--- config.mk ---
export PLATFORM = sky130hd
export DESIGN_NAME = vga_mem_arb
export DESIGN_NICKNAME = d
export VERILOG_FILES = /design/src/rtl/vga_mem_arb_pkg.sv /design/src/rtl/vga_mem_arb_pick.sv /design/src/rtl/vga_mem_arb.sv
export SDC_FILE = /design/constraint.sdc
export NUM_CORES = 1
export LEC_CHECK = 0
export CAP_MARGIN = 20
export CORE_MARGIN = 2
export CORE_UTILIZATION = 46
export CTS_BUF_LIST = sky130_fd_sc_hd__clkbuf_8
export DETAILED_ROUTE_END_ITERATION = 10
export PLACE_DENSITY = 0.94
export SYNTH_ARGS = -nofsm -noshare
export SYNTH_HDL_FRONTEND = slang
export SYNTH_SLANG_ARGS = --single-unit
--- constraint.sdc ---
create_clock -name clock_i -period 4 [get_ports clock_i]
set_input_delay 0.8 -clock clock_i [delete_from_list [all_inputs] [get_ports clock_i]]
set_output_delay 0.8 -clock clock_i [all_outputs]
set_load 0.1 [all_outputs]
--- src/rtl/vga_mem_arb_pkg.sv ---
// Shared definitions for the VGA memory arbiter.
//   - FSM state encodings (IDLE, BUSY, DONE)
//   - requester identifiers (DISP, PCI, CPU)
//   - wait-counter width (holds any TIMEOUT value from 1 to 255)
package vga_mem_arb_pkg;

    localparam logic [1:0] ST_IDLE = 2'd0;
    localparam logic [1:0] ST_BUSY = 2'd1;
    localparam logic [1:0] ST_DONE = 2'd2;

    localparam logic [1:0] DISP = 2'd0;
    localparam logic [1:0] PCI  = 2'd1;
    localparam logic [1:0] CPU  = 2'd2;

    localparam int WAIT_WIDTH = 8;

endpackage

--- src/rtl/vga_mem_arb_pick.sv ---
// Combinational grant selection for the VGA memory arbiter.
// Ports:
//   d_req, p_req, v_req  in   pending display / PCI / CPU requests
//   last_pci             in   1 = PCI was the last PCI/CPU grant, so CPU wins a tie
//   any_req              out  at least one request is pending
//   grant                out  requester ID of the winner (DISP/PCI/CPU)
module vga_mem_arb_pick
    import vga_mem_arb_pkg::*;
(
    input  logic       d_req,
    input  logic       p_req,
    input  logic       v_req,
    input  logic       last_pci,
    output logic       any_req,
    output logic [1:0] grant
);

    // NOTE: every output of a combinational block gets a default first, so no
    // path through the if/else chain can leave it unassigned and infer a latch.
    always_comb begin
        any_req = d_req | p_req | v_req;
        grant   = DISP;
        if (d_req) begin
            grant = DISP;
        end else if (p_req && v_req) begin
            grant = last_pci ? CPU : PCI;
        end else if (p_req) begin
            grant = PCI;
        end else if (v_req) begin
            grant = CPU;
        end
    end

endmodule

--- src/rtl/vga_mem_arb.sv ---
// Three-way memory arbiter: display refresh (absolute priority), PCI direct
// access and TTA CPU (round-robin between the two). One transaction at a time,
// with a wait timeout that completes the transaction with an all-ones result.
// Ports:
//   clock_i, reset_ni                 clock, synchronous active-low reset
//   d_read_i, d_addr_i                display read request / address
//   d_ready_o, d_data_o               display completion pulse / read data
//   p_read_i, p_write_i, p_addr_i,    PCI request, address, write data
//   p_data_i
//   p_ready_o, p_data_o, p_err_o      PCI completion pulse / data / timeout flag
//   v_read_i, v_write_i, v_addr_i,    CPU request, address, write data
//   v_data_i
//   v_ready_o, v_data_o, v_err_o      CPU completion pulse / data / timeout flag
//   m_read_o, m_write_o, m_addr_o,    memory strobes, address, write data
//   m_data_o
//   m_ready_i, m_data_i               memory completion / read data
module vga_mem_arb
    import vga_mem_arb_pkg::*;
#(
    parameter int ADDR_WIDTH = 20,
    parameter int DATA_WIDTH = 32,
    parameter int TIMEOUT    = 255
) (
    input  logic                  clock_i,
    input  logic                  reset_ni,
    input  logic                  d_read_i,
    input  logic [ADDR_WIDTH-1:0] d_addr_i,
    output logic                  d_ready_o,
    output logic [DATA_WIDTH-1:0] d_data_o,
    input  logic                  p_read_i,
    input  logic                  p_write_i,
    input  logic [ADDR_WIDTH-1:0] p_addr_i,
    input  logic [DATA_WIDTH-1:0] p_data_i,
    output logic                  p_ready_o,
    output logic [DATA_WIDTH-1:0] p_data_o,
    output logic                  p_err_o,
    input  logic                  v_read_i,
    input  logic                  v_write_i,
    input  logic [ADDR_WIDTH-1:0] v_addr_i,
    input  logic [DATA_WIDTH-1:0] v_data_i,
    output logic                  v_ready_o,
    output logic [DATA_WIDTH-1:0] v_data_o,
    output logic                  v_err_o,
    output logic                  m_read_o,
    output logic                  m_write_o,
    output logic [ADDR_WIDTH-1:0] m_addr_o,
    output logic [DATA_WIDTH-1:0] m_data_o,
    input  logic                  m_ready_i,
    input  logic [DATA_WIDTH-1:0] m_data_i
);

    // The counter value seen in the last BUSY cycle before a timeout; the
    // count reaches TIMEOUT on the edge that forces DONE.
    localparam logic [WAIT_WIDTH-1:0] LAST_WAIT = WAIT_WIDTH'(TIMEOUT - 1);

    logic [1:0]            state;
    logic [1:0]            grant;
    logic                  last_pci;
    logic [WAIT_WIDTH-1:0] wait_cnt;

    logic                  any_req;
    logic [1:0]            pick;
    logic                  sel_write;
    logic [ADDR_WIDTH-1:0] sel_addr;
    logic [DATA_WIDTH-1:0] sel_wdata;
    logic                  timeout_hit;
    logic [DATA_WIDTH-1:0] done_data;

    vga_mem_arb_pick u_pick (
        .d_req    (d_read_i),
        .p_req    (p_read_i | p_write_i),
        .v_req    (v_read_i | v_write_i),
        .last_pci (last_pci),
        .any_req  (any_req),
        .grant    (pick)
    );

    // Read+write together counts as a write; reads present zero write data.
    always_comb begin
        sel_write = 1'b0;
        sel_addr  = d_addr_i;
        sel_wdata = '0;
        case (pick)
            PCI: begin
                sel_write = p_write_i;
                sel_addr  = p_addr_i;
                sel_wdata = p_write_i ? p_data_i : '0;
            end
            CPU: begin
                sel_write = v_write_i;
                sel_addr  = v_addr_i;
                sel_wdata = v_write_i ? v_data_i : '0;
            end
            default: ;
        endcase
    end

    assign timeout_hit = (wait_cnt == LAST_WAIT);
    // A real completion always wins over a timeout in the same cycle.
    assign done_data   = m_ready_i ? m_data_i : '1;

    // NOTE: state is updated with non-blocking assignments only, so every
    // register samples the pre-edge values regardless of statement order.
    always_ff @(posedge clock_i) begin
        if (!reset_ni) begin
            state     <= ST_IDLE;
            grant     <= DISP;
            last_pci  <= 1'b1;
            wait_cnt  <= '0;
            m_read_o  <= 1'b0;
            m_write_o <= 1'b0;
            m_addr_o  <= '0;
            m_data_o  <= '0;
            d_ready_o <= 1'b0;
            d_data_o  <= '0;
            p_ready_o <= 1'b0;
            p_data_o  <= '0;
            p_err_o   <= 1'b0;
            v_ready_o <= 1'b0;
            v_data_o  <= '0;
            v_err_o   <= 1'b0;
        end else begin
            d_ready_o <= 1'b0;
            p_ready_o <= 1'b0;
            p_err_o   <= 1'b0;
            v_ready_o <= 1'b0;
            v_err_o   <= 1'b0;
            case (state)
                ST_IDLE: begin
                    if (any_req) begin
                        state     <= ST_BUSY;
                        grant     <= pick;
                        wait_cnt  <= '0;
                        m_addr_o  <= sel_addr;
                        m_data_o  <= sel_wdata;
                        m_write_o <= sel_write;
                        m_read_o  <= ~sel_write;
                    end
                end
                ST_BUSY: begin
                    if (!m_ready_i) begin
                        wait_cnt <= wait_cnt + WAIT_WIDTH'(1);
                    end
                    if (m_ready_i || timeout_hit) begin
                        state     <= ST_DONE;
                        m_read_o  <= 1'b0;
                        m_write_o <= 1'b0;
                        case (grant)
                            DISP: begin
                                d_ready_o <= 1'b1;
                                d_data_o  <= done_data;
                            end
                            PCI: begin
                                p_ready_o <= 1'b1;
                                p_data_o  <= done_data;
                                p_err_o   <= ~m_ready_i;
                                last_pci  <= 1'b1;
                            end
                            CPU: begin
                                v_ready_o <= 1'b1;
                                v_data_o  <= done_data;
                                v_err_o   <= ~m_ready_i;
                                last_pci  <= 1'b0;
                            end
                            default: ;
                        endcase
                    end
                end
                ST_DONE: state <= ST_IDLE;
                default: state <= ST_IDLE;
            endcase
        end
    end

endmodule

==> flow_summary.yaml <==
timing:
  worst_pin_slew_ns: 1.11
  maxSlewViolCount: 0
  finalSetupTns_ns: 0
  layout_min_cycle_time_ns: 2.91
  finalClockSkew_ns: 0.0173
  hold_viol_final: 0
  slew_headroom_pct: 25.9
  fin_ws_ns: 1.09
  grt_setup_unrepaired: "false"
  period_share_pct: 72.7
  holdWs_ns: 0.468
  max_clock_freq_mhz: 344
  finalSetupViolations: 0
placed_design:
  pre_cts_ws_ns: 0.615
  hpwl_um: 15400
  place.gp.congestion: 0.827
  port_buffers: 318
  placed_cells: 1059
  placed_area_mm2: 0.00993
grt:
  grt_max_degree: 102
  grt_pass1_wl_um: 34600
  grt_pass1_vias: 6248
  grt_usage_pct: 27.8
  antenna_found_initial: 1
  grt_overflow: 0
setup_path:
  cp_max_fo: 31
  critPathKind: "primary input to register"
  worst_setup_path_start_kind: "primary input"
  cp.required_ns: 4.41
  end_kind: "register"
  cp.arrival_ns: 3.32
final_layout:
  fill_cells: 969
  finish.instance_area_mm2: 0.0103
  postLayoutCoreUtil_pct: 71.8
  syn2layout_area_growth_pct: 53.8
  stdcell_count: 1092
  drive_above_1_share_pct: 16.3
  nets: 1065
floorplanning:
  rows: 44
  die_w_um: 125
  initial_core_util_pct: 46.7
  io_pins: 319
  die-area_mm2: 0.0156
  core_area_mm2: 0.0144
  fp.dieH_um: 125
outcome:
  status: "completed"
synthesis:
  synth_flop_cell: "dfxtp_1"
  synth.most_common_cell: "dfxtp_1"
  seq_area_frac_synth_pct: 50.1
  synth_cell_types: 46
  yosys-top-cells-count: "dfxtp_1 (168), o221a_2 (90), clkbuf_1 (49)"
  synth_area_leaders: "dfxtp_1 (50%), o221a_2 (15%), o22a_1 (4.0%)"
  syn_nets: 777
  syn_inst: 606
  ys_async_sr_fraction_pct: 0
  synth_area_mm2: 0.00671
  synth.top_cell.area_share_pct: 50.1
  yosys_warnings: 0
  synth-seq-cells: 168
  yosysTopAreaCell: "dfxtp_1"
  synth_area_per_cell_um2: 11.1
  synth_edf_count: 0
detailed_routing:
  wl_um: 22000
  postRouteAntennaNets: 0
  post_drt_via_cell_ratio: 5.94
  drc_errors: 0
  num_vias: 6489
  wl_per_cell_um: 20.1
  dr.pass1.iters: 5
  drtIter0Drc: 463
clock_tree:
  clk_latency_ns: 0.46
  tritoncts.num_buffers: 17
  postCtsHoldBufs: 0
  clock-sinks: 168
  clock_path_buffers: 2
  clk_pin_slew_worst_paths_ns: 0.10
  cts_tree: "yes"
  postCtsSetupBuffers: 0
  cts_resized: 0
  cts_root_buffer: "clkbuf_8"
  cts_max_level: 4
power:
  irDropWorstVdd_mv: 0.280
  leakage_nw: 3.80
  p_total_mw: 4.34
  power.density_mw_per_mm2: 420
flow_run:
  maxCapViolCount: 0
hold_path:
  hold_path_class: "register to register"
## critical path: stages
cell and delay [ns]:
clkdlybuf4s50_1 0.46, or2_2 0.34, a211oi_1 0.37, ha_1 0.32, inv_1 0.34, nand2_1 0.09, buf_4 0.25, nor2_1 0.18
o22a_1 0.14
## sequential cells by signal, indices dropped and copies added, names as in the netlist
name,cells
d_data_o,32
d_ready_o,1
grant,2
last_pci,1
m_addr_o,20
m_data_o,32
m_read_o,1
m_write_o,1
p_data_o,32
p_err_o,1
p_ready_o,1
state,2
v_data_o,32
v_err_o,1
v_ready_o,1
wait_cnt,8
## worst paths after layout
check	from	to	slack, ns	cells past startpoint
worst max-delay path	p_write_i	m_data_o[13]$_SDFFE_PN0P_	1.09	9
worst max register to register	last_pci$_SDFFE_PN1P_	m_data_o[13]$_SDFFE_PN0P_	1.91	8
worst min-delay path	m_addr_o[7]$_SDFFE_PN0P_	m_addr_o[7]$_SDFFE_PN0P_	0.47	2
worst min register to register	m_addr_o[7]$_SDFFE_PN0P_	m_addr_o[7]$_SDFFE_PN0P_	0.47	2
## cells by family after synthesis
group                      Yosys count  synth area share (%)
AOI/OAI and AO/OA                  248                  34.5
adders and majority gates            7                  1.30
buffers and inverters               76                  5.61
DFF                                168                  50.1
muxes                                2                 0.298
and+or+nand+nor                    105                  8.13
## where the power goes
group          total (mW)  switching [mW]  internal (mW)
Sequential           1.82          0.0547           1.77
Clock                1.17           0.706          0.466
Combinational        1.34           0.929          0.416
## layout by cell type, fill, tap and decap left out, types with 6 or more instances in the layout
cell             synthesis  layout
o221a_1                  6       6
nand2_1                 33      33
inv_1                   10      10
clkdlybuf4s50_1          0     317
o22a_1                  31      31
clkbuf_8                 0      17
a21boi_0                23      23
o211ai_1                21      21
o221a_2                 90      90
a21oi_1                  8       8
ha_1                     7       7
nor2_1                  38      38
dfxtp_1                168     168
buf_4                    3      17
nand3_1                  6       6
a221o_1                 21      21
a22oi_1                 31      31
## area by class of cell
class	count	area, um^2	share of cell area (%)
Multi-Input combinational cell	362	2980	28.9
Timing Repair Buffer	335	3320	32.2
Clock inverter	15	153	1.48
Antenna cell	1	2.50	0.0242
Sequential cell	168	3360	32.6
Inverter	10	37.5	0.364
Clock buffer	17	234	2.27
Tap cell	184	230	2.23
## metal layers
layer / part of all wire (%) / vias up / GRT usage [%]
met2: 48 / 359 / 45.8
li1: - / 2973 / -
met5: 0 / - / 0
met4: 4.0 / 0 / 13.7
met3: 9.1 / 57 / 8.12
met1: 39 / 3100 / 33.1
(Power assumes the default switching activity.)
